[config.mk]
export PLATFORM = sky130hd
export DESIGN_NAME = my_alu
export DESIGN_NICKNAME = d
export VERILOG_FILES = /design/src/rtl/my_alu_pkg.sv /design/src/rtl/my_alu_core.sv /design/src/rtl/my_alu.sv
export SDC_FILE = /design/constraint.sdc
export NUM_CORES = 1
export LEC_CHECK = 0
export CORE_MARGIN = 8
export CORE_UTILIZATION = 40
export CTS_BUF_LIST = sky130_fd_sc_hd__clkbuf_16
export DETAILED_ROUTE_END_ITERATION = 16
export PLACE_DENSITY_LB_ADDON = 0.25
export SKIP_CTS_REPAIR_TIMING = 1
export SLEW_MARGIN = 40
export SYNTH_ARGS = -nofsm -noshare
export SYNTH_HDL_FRONTEND = slang
export SYNTH_SLANG_ARGS = --single-unit
[constraint.sdc]
create_clock -name clk -period 0.8 [get_ports clk]
set_input_delay 0.12 -clock clk [delete_from_list [all_inputs] [get_ports clk]]
set_output_delay 0.12 -clock clk [all_outputs]
set_load 0.01 [all_outputs]
[src/rtl/my_alu_pkg.sv]
// Shared opcode definitions for the my_alu datapath.
package my_alu_pkg;

  typedef enum logic [2:0] {
    OP_ADD = 3'b000,
    OP_SUB = 3'b001,
    OP_AND = 3'b010,
    OP_OR  = 3'b011,
    OP_XOR = 3'b100,
    OP_NOT = 3'b101,
    OP_SHL = 3'b110,
    OP_SHR = 3'b111
  } op_t;

endpackage

[src/rtl/my_alu_core.sv]
// Combinational ALU datapath producing next result and carry/borrow/shift-out flag.
// Latency: 0 (pure logic). No backpressure. Shifter present only when MY_ALU_SHIFT_EN is defined.
module my_alu_core
  import my_alu_pkg::*;
#(
  parameter int WIDTH = 4
) (
  input  logic [WIDTH-1:0] a,
  input  logic [WIDTH-1:0] b,
  input  logic [2:0]       op,
  output logic [WIDTH-1:0] c_nxt,
  output logic             co_nxt
);

  logic [WIDTH:0] sum;
  logic [WIDTH:0] diff;

  // The extra MSB of the zero-extended difference is the borrow (set iff a < b).
  assign sum  = {1'b0, a} + {1'b0, b};
  assign diff = {1'b0, a} - {1'b0, b};

  always_comb begin
    c_nxt  = '0;
    co_nxt = 1'b0;
    case (op_t'(op))
      OP_ADD: begin
        c_nxt  = sum[WIDTH-1:0];
        co_nxt = sum[WIDTH];
      end
      OP_SUB: begin
        c_nxt  = diff[WIDTH-1:0];
        co_nxt = diff[WIDTH];
      end
      OP_AND: c_nxt = a & b;
      OP_OR:  c_nxt = a | b;
      OP_XOR: c_nxt = a ^ b;
      OP_NOT: c_nxt = ~a;
`ifdef MY_ALU_SHIFT_EN
      OP_SHL: begin
        c_nxt  = {a[WIDTH-2:0], 1'b0};
        co_nxt = a[WIDTH-1];
      end
      OP_SHR: begin
        c_nxt  = {1'b0, a[WIDTH-1:1]};
        co_nxt = a[0];
      end
`endif
      default: begin
        c_nxt  = '0;
        co_nxt = 1'b0;
      end
    endcase
  end

endmodule

[src/rtl/my_alu.sv]
// Registered ALU: result and carry flag registered from my_alu_core (MY_ALU_SHIFT_EN enables SHL/SHR).
// Latency: 1 cycle, one op per cycle. No handshake/backpressure; async active-high reset clears outputs.
module my_alu
  import my_alu_pkg::*;
#(
  parameter int WIDTH = 4
) (
  input  logic             clk,
  input  logic             rst,
  input  logic [WIDTH-1:0] a,
  input  logic [WIDTH-1:0] b,
  input  logic [2:0]       op,
  output logic [WIDTH-1:0] c,
  output logic             co
);

  logic [WIDTH-1:0] c_nxt;
  logic             co_nxt;

  my_alu_core #(
    .WIDTH(WIDTH)
  ) u_core (
    .a     (a),
    .b     (b),
    .op    (op),
    .c_nxt (c_nxt),
    .co_nxt(co_nxt)
  );

  always_ff @(posedge clk or posedge rst) begin
    if (rst) begin
      c  <= '0;
      co <= 1'b0;
    end else begin
      c  <= c_nxt;
      co <= co_nxt;
    end
  end

endmodule

==> metrics.cfg <==
[grt]
grt-ovfl-total = 0
grt_pass1_vias = 718
track_usage = 0.123
antenna_found_initial = 0
grt_pass1_wl_um = 3190
grt_start_max_net_pins = 12

[floorplan]
core-area_sq_um = 1650
initial_core_util = 0.411
ios = 18
fp.dieW_um = 57.2
row_count = 15
die_y_um = 57.2
die_area_sq_um = 3270

[route]
dr.pass1.iters = 4
drc = 0
wire_per_inst_um = 16.2
drt-vias-per-instance = 5.22
drt_iter0_drc = 16
wirelength_um = 2270
ant_nets = 0
dr_total_vias = 731

[logic_synthesis]
synth_top_area_frac = 0.221
ys_ff_latch = 5
syn_area_per_cell_sq_um = 8.39
ys_async_sr_fraction = 1.00
yosysMostFrequentCell = inv_1
synth_commonest_cells = 13 x inv_1, 12 x ha_1, 6 x nor2_1
ys_seq_area_frac = 0.184
dominantRegCellSynth = dfrtp_1
ys_types = 33
syn_inst = 81
yosys.area.top_type = ha_1
yosys_warnings = 0
synth-edff-count = 0
yosys-top-cells-area = ha_1 22%, dfrtp_1 18%, inv_1 7.2%
syn_area_sq_um = 679
syn_nets = 108

[clocking]
cts-buffers-inserted = 3
cts-root-buf = clkbuf_16
htree_levels = 1
cts.sinks = 5
clk_pin_slew_ns = 0.04
cts_tree = done
clk_path_buf_depth = 2

[timing]
hold_viol_final = 0
setup_ws_ns = -0.530
slew_headroom = 0.810
worst_pin_slew_ns = 0.284
rsz0062_at_grt = yes
fmax_ghz = 0.752
hold-worst-slack_ns = 0.132
slew_viol_final = 0
post-route-period-util = 1.66
finalSetupTns_ns = -1.95
setup_viol = 9
fin_crit_ns = 1.33

[worst_setup_path]
cp_max_fo = 3
cp_slowest_cell = fa_2
cp-end-kind = flip-flop
crit_type = in -> reg
crit_chain = buf_8 -> inv_4 -> ha_4 -> inv_2 -> fa_2 -> xnor2_1 -> o21ai_1 -> o221ai_1 -> o21a_1
cp.required_ns = 0.91
startpoint_type = input pin
critPathMaxStageDelay_ns = 0.37
crit_arrival_ns = 1.44
crit_start = a[0]

[pwr]
p_leak_nw = 0.627
power_density_nw_per_um2 = 1400
vdd_drop_max_mv = 0.862

[place]
dpl_worst_slack_ns = -1.19
dp_hpwl_um = 1460
io_buffer_count = 17
gp_congestion = 0.900
placed_area_sq_um = 1030
dp_cells = 129

[finish]
finish.instance_area_sq_um = 1240
antenna_cells = 0
drive_gt1_frac = 0.545
finish.net_count = 151
area.growth.synth_to_final_pct = 82.7
layoutNonFillerInstCount = 140

[run_status]
status = complete, but fails checks
violations = setup timing

[job]
maxCapViolCount = 0

[min_path]
hp-class = in -> async

-- through the flow --
step / total power, mW / util
2_1_floorplan: 0.565 / -
3_3_place_gp: 0.803 / 0.622
3_5_place_dp: 0.815 / 0.622
4_1_cts: 1.65 / 0.670
5_1_grt: 1.82 / 0.752
6_report: 1.74 / 0.752
-- cell families after synthesis --
group / count (synthesis) / share of synthesized area
compound gates: 23 / 0.254
xor+xnor: 1 / 0.0129
fa+ha+maj: 14 / 0.280
buf+inv: 18 / 0.114
flops: 5 / 0.184
simple gates: 20 / 0.155
-- area by class of cell --
class | instances | area, sq um
tap | 17 | 21.3
sequential | 5 | 125
fill | 106 | 410
clock inverter | 1 | 3.75
timing repair buffer | 41 | 348
inverter | 15 | 62.6
clock buffer | 3 | 75.1
multi-input combinational | 58 | 606
-- worst max-delay path, delay by kind of cell --
kind / cells / cell delay, ns
AOI/OAI and AO/OA: 3 / 0.50
xor gates and xnor gates: 1 / 0.14
adders and majority gates: 2 / 0.50
buffers and inverters: 3 / 0.20
-- cell usage in the layout, fill, tap and decap left out, types with 2 or more instances in the layout --
cell type / n
buf_6: 4
clkbuf_2: 7
a21oi_2: 3
inv_1: 5
fa_2: 2
ha_4: 5
nor2b_1: 2
clkbuf_16: 3
dfrtp_1: 5
inv_2: 9
nand2_1: 5
nor2_1: 6
nor3_1: 2
o21ai_1: 2
ha_1: 7
o22ai_1: 2
buf_4: 20
dlymetal6s2s_1: 7
-- final timing paths --
path,slack [ns],cells past startpoint,end
max,-0.53,9,c[2]$_DFF_PP0_
min,0.13,2,c[3]$_DFF_PP0_
max in group asynchronous,0.50,2,c[0]$_DFF_PP0_
min in group clk,0.24,4,c[0]$_DFF_PP0_
-- report_power, final --
part / switching (mW) / total (mW) / internal (mW)
registers: 0.00677 / 0.288 / 0.281
logic: 0.303 / 0.623 / 0.320
clock network: 0.181 / 0.830 / 0.649
-- per-layer routing --
| layer | global-route usage | vias to the layer above | part of all wire | wire length (um) |
|---|---|---|---|---|
| li1 | - | 361 | - | - |
| met1 | 0.140 | 342 | 0.42 | 956 |
| met2 | 0.203 | 23 | 0.52 | 1190 |
| met3 | 0.0333 | 5 | 0.039 | 88 |
| met4 | 0.0604 | 0 | 0.016 | 37 |
| met5 | 0 | - | 0 | 0 |
-- flip-flops by register name, indices dropped and copies added (netlist names) --
| register | cells |
|---|---|
| c | 4 |
| co | 1 |
(Power assumes the default switching activity.)
